<file path="config.mk">
export PLATFORM = sky130hd
export DESIGN_NAME = store_write_buffer_flat
export DESIGN_NICKNAME = d
export VERILOG_FILES = /design/src/rtl/store_write_buffer_if.sv /design/src/rtl/store_write_buffer.sv /design/src/flat_wrapper.sv
export SDC_FILE = /design/constraint.sdc
export NUM_CORES = 1
export LEC_CHECK = 0
export BUFFER_PORTS_ARGS = -buffer_cell sky130_fd_sc_hd__buf_2
export CORE_MARGIN = 2
export CORE_UTILIZATION = 30
export DETAILED_ROUTE_END_ITERATION = 8
export PLACE_DENSITY = 0.46
export SLEW_MARGIN = 20
export SYNTH_ARGS = -nofsm -noshare
export SYNTH_HDL_FRONTEND = slang
export SYNTH_SLANG_ARGS = --single-unit
</file>
<file path="constraint.sdc">
create_clock -name clk -period 5.6 [get_ports clk]
set_clock_uncertainty 0.2 [all_clocks]
set_input_delay 0.56 -clock clk [delete_from_list [all_inputs] [get_ports clk]]
set_output_delay 0.56 -clock clk [all_outputs]
set_load 0.01 [all_outputs]
</file>
<file path="src/rtl/store_write_buffer_if.sv">
// Store issue / bus write handshake bundle for store_write_buffer.
// master drives requests and bus_ack; slave is the buffer itself.
interface store_write_buffer_if;
  logic        in_valid;
  logic        in_ready;
  logic [1:0]  in_op;
  logic [31:0] in_addr;
  logic [31:0] in_data;
  logic        exc_ades;
  logic [31:0] exc_addr;
  logic        bus_req;
  logic [31:0] bus_addr;
  logic [31:0] bus_wdata;
  logic [3:0]  bus_be;
  logic        bus_ack;
  logic        buf_empty;

  modport master (
    output in_valid, in_op, in_addr, in_data, bus_ack,
    input  in_ready, exc_ades, exc_addr, bus_req,
    input  bus_addr, bus_wdata, bus_be, buf_empty
  );

  modport slave (
    input  in_valid, in_op, in_addr, in_data, bus_ack,
    output in_ready, exc_ades, exc_addr, bus_req,
    output bus_addr, bus_wdata, bus_be, buf_empty
  );
endinterface

</file>
<file path="src/rtl/store_write_buffer.sv">
// Store narrowing, AdES detection and write FIFO toward the data bus.
// Optional STORE_RANGE_CHECK_EN also rejects stores outside DM/TC windows.
module store_write_buffer #(
  parameter int DEPTH = 2,
  parameter int PTR_W = 1
) (
  input logic             clk,
  input logic             reset,
  store_write_buffer_if.slave sb
);

  localparam logic [PTR_W:0] CNT_MAX = (PTR_W+1)'(DEPTH);

  logic [29:0]      addr_q  [DEPTH];
  logic [31:0]      wdata_q [DEPTH];
  logic [3:0]       be_q    [DEPTH];
  logic [PTR_W-1:0] wr_ptr_q, wr_ptr_d;
  logic [PTR_W-1:0] rd_ptr_q, rd_ptr_d;
  logic [PTR_W:0]   count_q, count_d;
  logic             exc_ades_q;
  logic [31:0]      exc_addr_q;

  logic        is_sb, is_sh, is_sw;
  logic        mis, illegal;
  logic        take, reject, push, pop;
  logic        empty;
  logic [31:0] enc_wdata;
  logic [3:0]  enc_be;

  assign is_sb = (sb.in_op == 2'b01);
  assign is_sh = (sb.in_op == 2'b10);
  assign is_sw = (sb.in_op == 2'b11);

  always_comb begin
    mis       = 1'b0;
    enc_wdata = '0;
    enc_be    = '0;
    unique case (1'b1)
      is_sb: begin
        enc_wdata = {4{sb.in_data[7:0]}};
        enc_be    = 4'b0001 << sb.in_addr[1:0];
      end
      is_sh: begin
        mis       = sb.in_addr[0];
        enc_wdata = {2{sb.in_data[15:0]}};
        enc_be    = sb.in_addr[1] ? 4'b1100 : 4'b0011;
      end
      is_sw: begin
        mis       = |sb.in_addr[1:0];
        enc_wdata = sb.in_data;
        enc_be    = 4'b1111;
      end
      default: ;
    endcase
  end

`ifdef STORE_RANGE_CHECK_EN
  logic in_dm, in_tc;
  assign in_dm = (sb.in_addr <= 32'h0000_2FFF);
  // Timer/counter blocks only decode full words.
  assign in_tc =
    ((sb.in_addr >= 32'h0000_7F00) && (sb.in_addr <= 32'h0000_7F0B)) ||
    ((sb.in_addr >= 32'h0000_7F10) && (sb.in_addr <= 32'h0000_7F1B));
  assign illegal = !(in_dm || (is_sw && in_tc));
`else
  assign illegal = 1'b0;
`endif

  assign empty  = (count_q == '0);
  assign take   = sb.in_valid && sb.in_ready && (sb.in_op != 2'b00);
  assign reject = take && (mis || illegal);
  assign push   = take && !reject;
  assign pop    = sb.bus_ack && !empty;

  always_comb begin
    wr_ptr_d = push ? wr_ptr_q + PTR_W'(1) : wr_ptr_q;
    rd_ptr_d = pop  ? rd_ptr_q + PTR_W'(1) : rd_ptr_q;
    count_d  = count_q;
    unique case ({push, pop})
      2'b10:   count_d = count_q + (PTR_W+1)'(1);
      2'b01:   count_d = count_q - (PTR_W+1)'(1);
      default: count_d = count_q;
    endcase
  end

  always_ff @(posedge clk or negedge reset) begin
    if (!reset) begin
      wr_ptr_q   <= '0;
      rd_ptr_q   <= '0;
      count_q    <= '0;
      exc_ades_q <= 1'b0;
      exc_addr_q <= '0;
    end else begin
      wr_ptr_q   <= wr_ptr_d;
      rd_ptr_q   <= rd_ptr_d;
      count_q    <= count_d;
      exc_ades_q <= reject;
      if (reject) exc_addr_q <= sb.in_addr;
    end
  end

  // Payload needs no reset: every bus output is masked while empty.
  always_ff @(posedge clk) begin
    if (push) begin
      addr_q[wr_ptr_q]  <= sb.in_addr[31:2];
      wdata_q[wr_ptr_q] <= enc_wdata;
      be_q[wr_ptr_q]    <= enc_be;
    end
  end

  assign sb.in_ready  = (count_q < CNT_MAX);
  assign sb.buf_empty = empty;
  assign sb.exc_ades  = exc_ades_q;
  assign sb.exc_addr  = exc_addr_q;
  assign sb.bus_req   = !empty;
  assign sb.bus_addr  = empty ? '0 : {addr_q[rd_ptr_q], 2'b00};
  assign sb.bus_wdata = empty ? '0 : wdata_q[rd_ptr_q];
  assign sb.bus_be    = empty ? '0 : be_q[rd_ptr_q];

endmodule

</file>
<file path="src/flat_wrapper.sv">
// flat-port wrapper written by rule: the top's interface ports become plain ports
module store_write_buffer_flat 
#(
  parameter int DEPTH = 2,
  parameter int PTR_W = 1
)
  (clk, reset, sb_in_valid, sb_in_op, sb_in_addr, sb_in_data, sb_bus_ack, sb_in_ready, sb_exc_ades, sb_exc_addr, sb_bus_req, sb_bus_addr, sb_bus_wdata, sb_bus_be, sb_buf_empty);
  store_write_buffer_if sb_i ();
  input logic clk;
  input logic reset;
  input wire logic [$bits(sb_i.in_valid)-1:0] sb_in_valid;
  input wire logic [$bits(sb_i.in_op)-1:0] sb_in_op;
  input wire logic [$bits(sb_i.in_addr)-1:0] sb_in_addr;
  input wire logic [$bits(sb_i.in_data)-1:0] sb_in_data;
  input wire logic [$bits(sb_i.bus_ack)-1:0] sb_bus_ack;
  output wire logic [$bits(sb_i.in_ready)-1:0] sb_in_ready;
  output wire logic [$bits(sb_i.exc_ades)-1:0] sb_exc_ades;
  output wire logic [$bits(sb_i.exc_addr)-1:0] sb_exc_addr;
  output wire logic [$bits(sb_i.bus_req)-1:0] sb_bus_req;
  output wire logic [$bits(sb_i.bus_addr)-1:0] sb_bus_addr;
  output wire logic [$bits(sb_i.bus_wdata)-1:0] sb_bus_wdata;
  output wire logic [$bits(sb_i.bus_be)-1:0] sb_bus_be;
  output wire logic [$bits(sb_i.buf_empty)-1:0] sb_buf_empty;
  assign sb_i.in_valid = sb_in_valid;
  assign sb_i.in_op = sb_in_op;
  assign sb_i.in_addr = sb_in_addr;
  assign sb_i.in_data = sb_in_data;
  assign sb_i.bus_ack = sb_bus_ack;
  assign sb_in_ready = sb_i.in_ready;
  assign sb_exc_ades = sb_i.exc_ades;
  assign sb_exc_addr = sb_i.exc_addr;
  assign sb_bus_req = sb_i.bus_req;
  assign sb_bus_addr = sb_i.bus_addr;
  assign sb_bus_wdata = sb_i.bus_wdata;
  assign sb_bus_be = sb_i.bus_be;
  assign sb_buf_empty = sb_i.buf_empty;
  store_write_buffer #(.DEPTH(DEPTH), .PTR_W(PTR_W)) u_core (.clk(clk), .reset(reset), .sb(sb_i));
endmodule
</file>
# Yosys cells after proc, flatten, opt, wreduce, memory -nomap -nowiden
# Memories as Yosys holds them, arrays and structs flattened.
# Index checks and enable logic that the tools add are counted.
# op_classes
n_mux	10
n_reduce_logical	11
n_addsub	4
magnitude_cmp	1
eq_ne	5
n_shift	1
# ops
cell	count
32-bit one-hot mux with 3 select lines	1
32-bit 2-to-1 mux	2
4-bit one-hot mux with 3 select lines	1
4-bit 2-to-1 mux	2
2-bit == test (second input constant)	3
1-bit logical AND	5
2-bit by 1-bit == test with 1-bit output (second input constant)	2
2-bit one-hot mux with 2 select lines	1
2-bit nonzero test	2
1-bit by 2-bit << shifter with 4-bit output (first input constant)	1
1-bit adder (second input constant)	2
2-bit by 1-bit adder with 2-bit output (second input constant)	1
1-bit zero test	2
2-bit zero test	1
2-bit < comparator (second input constant)	1
1-bit 2-to-1 mux	2
1-bit one-hot mux with 2 select lines	1
2-bit OR reduction	1
2-bit by 1-bit subtractor with 2-bit output (second input constant)	1
# totals
mem_count	3
word_cells	40
ram_bits	132
out_inout_bits	104
register_bits	37
# memory_table
memory	words	width	read_ports	rd_clocked_by_memory_dff	write_ports	line	source
u_core.wdata_q	2	32	1	0	1	store_write_buffer.sv:15	logic [31:0] wdata_q [DEPTH];
u_core.addr_q	2	30	1	0	1	store_write_buffer.sv:14	logic [29:0] addr_q [DEPTH];
u_core.be_q	2	4	1	0	1	store_write_buffer.sv:16	logic [3:0] be_q [DEPTH];

# Depth between registers and ports, before layout
# Gate-level depths: netlist (run 1).
# logic_depth
depth_word	8
mapped_depth	6

# Worst setup path after synthesis (run 1)
# OpenSTA, ideal clock, no wires.
# synth_path
path_kind	input to register
start	input port sb_in_op[0]
end	memory u_core.addr_q[0][0] (enable)
n_path_buf	0
required_ns	4.910
setup_time_ns	0.490
path_slack_ns	0.934
arrival_time_ns	3.975
path_stages	3
path_cell_list	a21o_1 > a2111o_1 > nor2_1
# synth_between
elab_chain_cells	7
elab_cells_between_ends	10
classes_between	2 x eq/ne; 3 x mux; 5 x reduce/logical
# synth_rtl
element	line	source
start: declaration	flat_wrapper.sv:12	input wire logic [$bits(sb_i.in_op)-1:0] sb_in_op;
2-bit == test, or another cell as far along	store_write_buffer.sv:32	assign is_sw = (sb.in_op == 2'b11);
1-bit one-hot mux with 2 select lines / 1-bit logical AND (equally long branches)	store_write_buffer.sv:38, store_write_buffer.sv:70	
1-bit logical AND	store_write_buffer.sv:71	assign reject = take && (mis || illegal);
1-bit zero test	store_write_buffer.sv:72	assign push = take && !reject;
1-bit logical AND *	store_write_buffer.sv:72	
1-bit 2-to-1 mux *	store_write_buffer.sv:104	if (push) begin
1-bit 2-to-1 mux (implied by the code) *	store_write_buffer.sv:105	addr_q[wr_ptr_q] <= sb.in_addr[31:2];
end: declaration	store_write_buffer.sv:14	
# Mark *: on every way between the ends. The rest lies on a longest branch, timed or not.

# Worst setup path in the final report (run 1)
# layout_path
start	register u_core.rd_ptr_q
end	output port sb_bus_wdata[3]
# layout_between
elab_chain_cells	2
# layout_rtl
element	line	source
start: declaration	store_write_buffer.sv:18	logic [PTR_W-1:0] rd_ptr_q, rd_ptr_d;
start signal: assignment	store_write_buffer.sv:95	rd_ptr_q <= rd_ptr_d;
memory 2 x 32 bit	-	
32-bit 2-to-1 mux	store_write_buffer.sv:117	assign sb.bus_wdata = empty ? '0 : wdata_q[rd_ptr_q];
end: declaration	flat_wrapper.sv:21	output wire logic [$bits(sb_i.bus_wdata)-1:0] sb_bus_wdata;
# Every way passes these cells.

==> results of run 1 <==
-- power by group through the flow --
stage          clock network (mW)  logic (mW)  registers, mW
3_3_place_gp                    0        1.50           1.78
4_1_cts                      1.21        1.51           1.77
2_1_floorplan                   0       0.907           1.78
6_report                     1.18        1.47           1.76
3_5_place_dp                    0        1.50           1.79
5_1_grt                      1.27        1.61           1.80
-- sequential cells by signal (all words and copies together) (netlist names) --
name	flops
u_core.be_q	8
u_core.rd_ptr_q	1
u_core.sb.exc_ades	1
u_core.wr_ptr_q	1
u_core.wdata_q	64
u_core.addr_q	60
u_core.count_q	2
u_core.sb.exc_addr	32
-- cell type report --
cell class                 instances  area, µm²
antenna                            1       2.50
clock buffer                      20        468
clock inverter                    12        136
fill                            2255      14400
inverter                           6       22.5
multi-input combinational        237       1990
sequential                       169       4890
tap                              319        399
timing repair buffer             176        918
-- metrics by stage --
step | area, µm² | cells | power, mW | utilization [%] | setup slack [ns]
after detailed placement | 8230 | 907 | 3.29 | 35.4 | 1.99
after global routing | 8830 | 940 | 4.67 | 38.0 | 2.24
after CTS | 8830 | 939 | 4.49 | 38.0 | 2.32
after floorplan | 7060 | 441 | 2.68 | - | 0.934
final | 8830 | 940 | 4.41 | 38.0 | 2.40
after global placement | 8230 | 907 | 3.28 | 35.4 | 2.08
-- kinds of logic after synthesis --
group	count (synthesis)	share of synthesized area, %
muxes	114	18.6
DFF	169	69.3
AOI/OAI and AO/OA	32	3.67
adders and majority gates	1	0.177
other	1	0.0531
xor gates and xnor gates	5	0.621
buffers and inverters	35	2.71
and+or+nand+nor	83	4.91
-- path summary, 6_finish.rpt --
| check | slack [ns] | endpoint | from | cells past startpoint |
|---|---|---|---|---|
| min in group clk | 0.14 | u_core.addr_q[0][2]$_DFFE_PP_ | sb_in_addr[4] | 1 |
| worst min-delay path | 0.05 | u_core.sb.exc_addr[26]$_DFFE_PN0P_ | reset | 1 |
| worst max register to register | 3.20 | u_core.wdata_q[0][9]$_DFFE_PP_ | u_core.count_q[1]$_DFFE_PN0P_ | 3 |
| max in group asynchronous | 4.50 | u_core.rd_ptr_q$_DFFE_PN0P_ | reset | 1 |
| worst max-delay path | 2.40 | sb_bus_wdata[3] | u_core.rd_ptr_q$_DFFE_PN0P_ | 4 |
| worst min register to register | 0.31 | u_core.sb.exc_addr[1]$_DFFE_PN0P_ | u_core.sb.exc_addr[1]$_DFFE_PN0P_ | 1 |
-- routing by layer --
| layer | GRT usage [%] | part of all wire [%] | vias to the layer above |
|---|---|---|---|
| li1 | - | - | 1952 |
| met1 | 17.8 | 45 | 2012 |
| met2 | 19.7 | 44 | 170 |
| met3 | 4.63 | 9.1 | 19 |
| met4 | 4.85 | 1.6 | 0 |
| met5 | 0 | 0 | - |
-- synth_stat cells (2+ instances only) --
| cell type | number |
|---|---|
| nor2_1 | 70 |
| a22o_1 | 24 |
| a21oi_1 | 2 |
| buf_1 | 2 |
| nor2b_1 | 9 |
| mux2_4 | 29 |
| o21ai_0 | 4 |
| buf_4 | 3 |
| buf_2 | 15 |
| mux2_2 | 19 |
| xnor2_1 | 4 |
| buf_6 | 4 |
| clkbuf_1 | 5 |
| mux2i_1 | 66 |
| inv_1 | 6 |
| edfxtp_1 | 132 |
| dfrtp_1 | 37 |
==> impl_metrics.py, run 1 <==
metrics = {
    "worst_setup_path": {
        "critPathLaunchType": "flop",
        "timing.critical_path.buf_inv": 2,
        "critPathTopFamily": "flip-flops",
        "critPathSlowestCell": "dfrtp_4",
        "crit_required_ns": 4.84,
        "path_max_fanout": 36,
        "slowest_delay_ns": 0.83,
        "critical_path.cell_chain": "buf_4 -> mux2i_1 -> nor2_1 -> buf_2",
        "critical_path.endpoint_type": "output pin",
        "crit_arrival_ns": 2.44,
        "setup.worst_path.class": "flop to output pin",
    },
    "yosys": {
        "ys_seq_area_share_pct": 69.3,
        "synth.lib_cells_used.distinct": 26,
        "synth_ff_type": "edfxtp_1",
        "ys_ff_latch": 169,
        "synth.avg_cell_area_um2": 16.0,
        "synth.top_cell.area_share_pct": 56.2,
        "synth.cell_area_um2": 7060,
        "post-synth-top-area-cell": "edfxtp_1",
        "yosys-top-cells-area": "edfxtp_1, dfrtp_1, mux2i_1",
        "synth_edf_count": 132,
        "yosysWarningCount": 0,
        "synth-async-reset-ratio_pct": 21.9,
        "netlist_instances": 440,
    },
    "power_and_ir_drop": {
        "leakagePower_nw": 3.70,
        "ir_drop_uv": 205,
        "clockPowerShare_pct": 26.8,
        "power_switching_share_pct": 32.5,
        "power.sequential.fraction_pct": 39.9,
        "net-switching-power_mw": 1.43,
        "comb_power_share_pct": 33.3,
        "intPower_mw": 2.98,
        "power_per_cell_area_nw_per_um2": 499,
    },
    "clocking": {
        "hold_buf_cts": 0,
        "cts-root-to-sink-buffers": 2,
        "clk-insertion-delay-late_ns": 0.41,
        "clk_transition_reported_paths_ns": 0.06,
        "cts_resized": 0,
        "tritoncts_clock_tree": "yes",
        "cts_post_setup_buffers_inserted": 0,
        "clockRootBuffer": "clkbuf_16",
        "cts_inserted_buffers": 17,
        "cts.sink_count": 169,
        "h-tree-depth": 4,
    },
    "routing": {
        "detailedRoute.firstPassIterationCount": 6,
        "drtIter0Drc": 237,
        "drc_errors": 0,
        "antenna_left": 0,
        "routed_wire_length_um": 16200,
        "num_vias": 4153,
        "via_per_inst": 4.42,
        "routed_wire_length_per_instance_um": 17.3,
    },
    "die": {
        "chipWidth_um": 157,
        "die-area_um2": 24800,
        "core_region_area_um2": 23300,
        "floorplan.initialDensity_pct": 30.3,
        "placementRows": 56,
        "fp.dieH_um": 157,
        "top_level_i_o_count": 174,
    },
    "min_path": {
        "min-delay-path-class": "input port to asynchronous set/reset pin",
    },
    "sta": {
        "drv_slew": 0,
        "finalHoldViolCount": 0,
        "maxClockFrequency_mhz": 313,
        "worst-slew-pin-transition_ns": 0.916,
        "finalCritPeriodShare_pct": 57.1,
        "setup_total_negative_slack_ns": 0,
        "final_period_minus_worst_setup_slack_ns": 3.20,
        "setup_repair_after_global_routing_missed_its_margin": "false",
        "max_slew_headroom_pct": 38.8,
        "fin_hold_ws_ns": 0.0539,
        "timing.final.setup_violations": 0,
    },
    "placed_design": {
        "buffer_ports.inserted": 171,
        "dpl.hpwl_um": 11100,
        "routabilityCongestion": 0.794,
    },
    "global_routing": {
        "grt_antenna_before_repair": 1,
        "grt_max_degree": 48,
        "grt.total_usage_pct": 13.2,
        "vias_in_the_first_global_route": 4169,
        "grt_pass1_wl_um": 24300,
        "overflow": 0,
    },
    "outcome": {
        "outcome": "finished, final reports clean",
    },
    "flow_run": {
        "max_cap_viol": 0,
    },
    "final_layout": {
        "num-nets-final": 678,
        "area_delta_synth_final_pct": 25.2,
        "drive_gt1_share_pct": 42.1,
        "mostFrequentLayoutCell": "buf_2",
        "layout_common_cells": "buf_2, edfxtp_1, nor2_1",
    },
}
Note: power is estimated with default switching activity, not from simulation.
==> run 2, diff against run 1 <==
- clock period: 5.6 -> 3 ns (I/O delays scaled with it)
==> run 2 against run 1 <==
Effect of this change:
- highest routed layer is now met5
- critical endpoint is now sb_bus_wdata[17]
- setup slack worse by 2.1 ns
- sequential power up 89%
- routed wire length grew 3.6%
- largest cell class unchanged
- largest power group unchanged
==> impl_metrics.py, run 2 (synthesis results as in run 1) <==
metrics = {
    "routing": {
        "detailedRoute.firstPassIterationCount": 4,
        "routed_wire_length_per_instance_um": 17.2,
        "via_per_inst": 4.38,
        "antenna_left": 0,
        "routed_wire_length_um": 16800,
        "drc_errors": 0,
        "drtIter0Drc": 215,
        "num_vias": 4292,
    },
    "placed_design": {
        "dpl.hpwl_um": 11000,
        "buffer_ports.inserted": 171,
        "routabilityCongestion": 0.678,
        "detailed_place.area_um2": 8300,
        "place_inst": 914,
        "dp_slack_ns": 0.436,
    },
    "min_path": {
        "min-delay-path-class": "input port to flop",
        "worstHoldPathCells": 3,
    },
    "die": {
        "fp.dieH_um": 157,
        "floorplan.initialDensity_pct": 30.3,
        "core_region_area_um2": 23300,
        "placementRows": 56,
        "die-area_um2": 24800,
        "top_level_i_o_count": 174,
        "chipWidth_um": 157,
    },
    "worst_setup_path": {
        "slowest_delay_ns": 0.98,
        "critPathSlowestCell": "dfrtp_4",
        "crit_cells": 4,
        "critical_path.cell_chain": "buf_12 -> mux2i_1 -> nor2_1 -> buf_2",
        "crit_required_ns": 2.50,
        "timing.critical_path.buf_inv": 2,
        "critical_path.endpoint_type": "output pin",
        "critPathTopFamily": "flip-flops",
        "r2r.worst_path.cells": 3,
        "crit_arrival_ns": 2.18,
        "critPathLaunchType": "flop",
        "setup.worst_path.class": "flop to output pin",
        "path_max_fanout": 42,
    },
    "sta": {
        "timing.final.setup_violations": 0,
        "finalCritPeriodShare_pct": 89.4,
        "final_period_minus_worst_setup_slack_ns": 2.68,
        "drv_slew": 0,
        "fin_ws_ns": 0.317,
        "setup_repair_after_global_routing_missed_its_margin": "false",
        "finalHoldViolCount": 0,
        "max_slew_headroom_pct": 44.7,
        "maxClockFrequency_mhz": 373,
        "worst-slew-pin-transition_ns": 0.830,
    },
    "final_layout": {
        "mostFrequentLayoutCell": "buf_2",
        "layout_common_cells": "buf_2, edfxtp_1, nor2_1",
        "finalInstanceArea_um2": 9210,
        "finish.cell_count_without_fillers": 979,
        "area_delta_synth_final_pct": 30.4,
        "antenna_diode_count": 0,
        "drive_gt1_share_pct": 40.9,
        "num-nets-final": 718,
        "largest_register_ff_count": 64,
        "registers.top_by_ff_count": "u_core.wdata_q",
    },
    "global_routing": {
        "grt.total_usage_pct": 13.7,
        "grt_pass1_wl_um": 25300,
        "grt_antenna_before_repair": 1,
        "vias_in_the_first_global_route": 4437,
        "grt_max_degree": 56,
        "overflow": 0,
    },
    "power_and_ir_drop": {
        "totalPowerFinal_mw": 8.32,
        "leakagePower_nw": 3.88,
        "power_per_cell_area_nw_per_um2": 904,
        "ir_drop_uv": 402,
    },
    "clocking": {
        "clockRootBuffer": "clkbuf_16",
        "clk-insertion-delay-late_ns": 0.41,
        "hold_buf_cts": 33,
        "cts-root-to-sink-buffers": 2,
        "clk_transition_reported_paths_ns": 0.06,
        "cts.sink_count": 169,
        "cts_resized": 0,
        "cts_post_setup_buffers_inserted": 0,
        "h-tree-depth": 4,
        "tritoncts_clock_tree": "yes",
        "cts_inserted_buffers": 17,
    },
    "flow_run": {
        "max_cap_viol": 0,
    },
    "outcome": {
        "outcome": "finished, final reports clean",
    },
}
## run 2: cell types whose count changed in the layout (fill, tap and decap cells not counted), sizes merged
cell         previous run  this run
clkinv                  4         2
dlygate4sd3             0        33
bufinv                  2         1
inv                    10        17
diode                   1         0
clkinvlp                2         1
clkbuf                 20        17
buf                   176       183
## run 2: area by class of cell
type | count | area [µm²]
multi-input cells | 237 | 2000
repair buffers | 216 | 1310
clock inverters | 15 | 154
fillers | 2247 | 14100
flip-flops and latches | 169 | 4890
inverters | 6 | 22.5
well taps | 319 | 399
clock buffers | 17 | 425
## run 2: worst paths after layout
path	slack [ns]	start	endpoint
max in group asynchronous	1.73	reset	u_core.sb.exc_addr[0]$_DFFE_PN0P_
min in group asynchronous	0.21	reset	u_core.sb.exc_addr[20]$_DFFE_PN0P_
hold / removal	0.02	sb_bus_ack	u_core.rd_ptr_q$_DFFE_PN0P_
setup reg to reg	0.98	u_core.count_q[1]$_DFFE_PN0P_	u_core.wdata_q[1][22]$_DFFE_PP_
setup / recovery	0.32	u_core.rd_ptr_q$_DFFE_PN0P_	sb_bus_wdata[17]
hold reg to reg	0.31	u_core.sb.exc_addr[2]$_DFFE_PN0P_	u_core.sb.exc_addr[2]$_DFFE_PN0P_
## run 2: per-layer routing
metal  vias to the layer above  GRT usage [%]  wire length [µm]
met4                         2           3.07               102
met2                       134           21.4              7670
li1                       2034              -                 -
met5                         -              0                13
met1                      2113           18.5              7910
met3                         9           4.49              1130
## run 2: power breakdown
part | leakage [nW] | switching, mW | internal (mW)
clock network | 0.288 | 0.979 | 1.18
logic | 1.94 | 1.48 | 1.35
registers | 1.65 | 0.338 | 2.99
## run 2: stage by stage
step                setup TNS (ns)  hold WS (ns)  utilization [%]
finish                           0        0.0199             39.6
global route                     0        0.0268             39.6
CTS                              0       0.00536             39.6
global placement                 0         0.120             35.7
detailed placement               0         0.128             35.7
floorplan                   -41.27        -0.196                -
## run 2: worst reg2reg max path: stages, from the launching register on
cell and delay (ns):
dfrtp_1 0.40, a2111o_1 0.42, nor2_4 0.13, buf_4 0.48
==> run 3, diff against run 2 <==
- PLACE_DENSITY: 0.46 -> 0.55
==> run 3 against run 2 <==
Effect of this change:
- sequential power about the same
- critical path depth unchanged
- largest power group unchanged
- flip-flop and latch count is the same
- count of clock-buffer cells in the layout up 2
- sequential share of layout area decreased by 0.29 points
- register-to-register slack gained 0.09 ns
- critical path type unchanged
- global-route usage down 0.26 points
- first-iteration DRC count increased by 18%
- combinational power is essentially flat
- core utilization up 0.22 points
- via count is 2.1% higher
- worst hold slack improved by 0.036 ns
==> impl_metrics.py, run 3 (synthesis results as in run 1) <==
metrics = {
    "outcome": {
        "outcome": "finished, final reports clean",
    },
    "worst_setup_path": {
        "critical_path.endpoint_type": "output pin",
        "crit_arrival_ns": 2.14,
        "setup.worst_path.class": "flop to output pin",
        "slowest_delay_ns": 0.85,
        "critPathSlowestCell": "dfrtp_4",
        "timing.critical_path.buf_inv": 2,
        "critPathLaunchType": "flop",
        "critical_path.cell_chain": "buf_4 -> mux2i_1 -> nor2_1 -> buf_2",
        "crit_required_ns": 2.50,
        "path_max_fanout": 36,
        "critPathTopFamily": "flip-flops",
    },
    "global_routing": {
        "overflow": 0,
        "grt_pass1_wl_um": 24700,
        "grt_max_degree": 39,
        "vias_in_the_first_global_route": 4407,
        "grt.total_usage_pct": 13.4,
        "grt_antenna_before_repair": 3,
    },
    "routing": {
        "detailedRoute.firstPassIterationCount": 5,
        "via_per_inst": 4.46,
        "routed_wire_length_per_instance_um": 16.8,
        "num_vias": 4381,
        "drc_errors": 0,
        "drtIter0Drc": 254,
        "routed_wire_length_um": 16500,
        "antenna_left": 0,
    },
    "clocking": {
        "clk-insertion-delay-late_ns": 0.42,
        "clk_transition_reported_paths_ns": 0.07,
        "cts_resized": 0,
        "cts_inserted_buffers": 17,
        "clockRootBuffer": "clkbuf_16",
        "cts.sink_count": 169,
        "h-tree-depth": 4,
        "cts-root-to-sink-buffers": 2,
        "tritoncts_clock_tree": "yes",
    },
    "final_layout": {
        "registers.top_by_ff_count": "u_core.wdata_q",
        "area_delta_synth_final_pct": 31.2,
        "layout_common_cells": "buf_2, edfxtp_1, nor2_1",
        "mostFrequentLayoutCell": "buf_2",
        "drive_gt1_share_pct": 40.8,
        "num-nets-final": 720,
        "largest_register_ff_count": 64,
    },
    "die": {
        "die-area_um2": 24800,
        "core_region_area_um2": 23300,
        "fp.dieH_um": 157,
        "placementRows": 56,
        "chipWidth_um": 157,
        "top_level_i_o_count": 174,
        "floorplan.initialDensity_pct": 30.3,
    },
    "power_and_ir_drop": {
        "power_per_cell_area_nw_per_um2": 893,
        "leakagePower_nw": 3.88,
        "intPower_mw": 5.49,
        "clockPowerShare_pct": 25.6,
        "power_switching_share_pct": 33.6,
        "comb_power_share_pct": 34.4,
        "power.sequential.fraction_pct": 40.0,
        "net-switching-power_mw": 2.78,
        "ir_drop_uv": 394,
    },
    "sta": {
        "maxClockFrequency_mhz": 379,
        "drv_slew": 0,
        "timing.final.setup_violations": 0,
        "setup_repair_after_global_routing_missed_its_margin": "false",
        "finalHoldViolCount": 0,
        "setup_total_negative_slack_ns": 0,
        "final_period_minus_worst_setup_slack_ns": 2.64,
        "worst-slew-pin-transition_ns": 0.875,
        "max_slew_headroom_pct": 41.7,
        "fin_hold_ws_ns": 0.0558,
        "finalCritPeriodShare_pct": 88.0,
    },
    "placed_design": {
        "dpl.hpwl_um": 11300,
        "buffer_ports.inserted": 171,
        "routabilityCongestion": 0.747,
    },
    "flow_run": {
        "max_cap_viol": 0,
    },
    "min_path": {
        "min-delay-path-class": "input port to flop",
    },
}
[run 3: cell types whose count changed in the layout (fill, tap and decap cells not counted), moves of 2 or more]
cell and delta:
buf_12 +2, clkinv_2 -2, clkinv_4 +2, clkinvlp_4 +3, diode_2 +2, inv_6 -6
[run 3: what timing repair did]
item,CTS,global route
endpoints found under the setup margin,0,0
endpoints found under the hold margin,130,0
hold buffers,34,0
buffers inserted,0,0
[run 3: worst paths after layout]
path / startpoint / endpoint / slack (ns) / depth (start not counted)
worst max-delay path: u_core.rd_ptr_q$_DFFE_PN0P_ / sb_bus_wdata[12] / 0.36 / 4
worst min-delay path: sb_in_data[15] / u_core.wdata_q[1][15]$_DFFE_PP_ / 0.06 / 2
worst max register to register: u_core.count_q[1]$_DFFE_PN0P_ / u_core.wdata_q[0][12]$_DFFE_PP_ / 1.07 / 3
worst min register to register: u_core.sb.exc_addr[12]$_DFFE_PN0P_ / u_core.sb.exc_addr[12]$_DFFE_PN0P_ / 0.31 / 1
max in group asynchronous: reset / u_core.rd_ptr_q$_DFFE_PN0P_ / 1.61 / 2
min in group asynchronous: reset / u_core.sb.exc_addr[24]$_DFFE_PN0P_ / 0.35 / 2
[run 3: per-stage QoR]
step                cell area (µm²)  utilization [%]  cells  power (mW)  setup slack [ns]
finish                         9260             39.8    983        8.26             0.361
global route                   9250             39.8    982        8.72             0.224
CTS                            9250             39.8    981        8.40             0.293
detailed placement             8330             35.8    915        6.22             0.693
global placement               8330             35.8    915        6.16             0.734
floorplan                      7070                -    441        5.01            -0.313
[run 3: power groups by stage]
stage | registers, mW | logic [mW] | clock network, mW
after floorplan | 3.31 | 1.70 | 0
after global placement | 3.32 | 2.84 | 0
after detailed placement | 3.34 | 2.87 | 0
after CTS | 3.31 | 2.91 | 2.18
after global routing | 3.36 | 3.10 | 2.26
final | 3.30 | 2.84 | 2.12
[run 3: worst reg2reg max path, delay by kind of cell, from the launching register on]
family | cells | cell delay [ns]
compound gates | 1 | 0.43
flops | 1 | 0.39
simple gates | 1 | 0.32
buf+inv | 1 | 0.26
[run 3: cell type report]
class                      count  area, µm²
antenna                        2       5.00
clock buffer                  19        454
clock inverter                13        129
fill                        2198      14000
inverter                       6       22.5
multi-input combinational    237       2000
sequential                   169       4890
tap                          319        399
timing repair buffer         218       1360
[run 3: routing by layer]
metal / up-vias / global-route usage, % / part of all wire (%)
met3: 17 / 4.90 / 9.3
met1: 2135 / 17.2 / 43
met5: - / 0 / 0.079
met2: 187 / 21.4 / 47
li1: 2040 / - / -
met4: 2 / 3.77 / 0.95
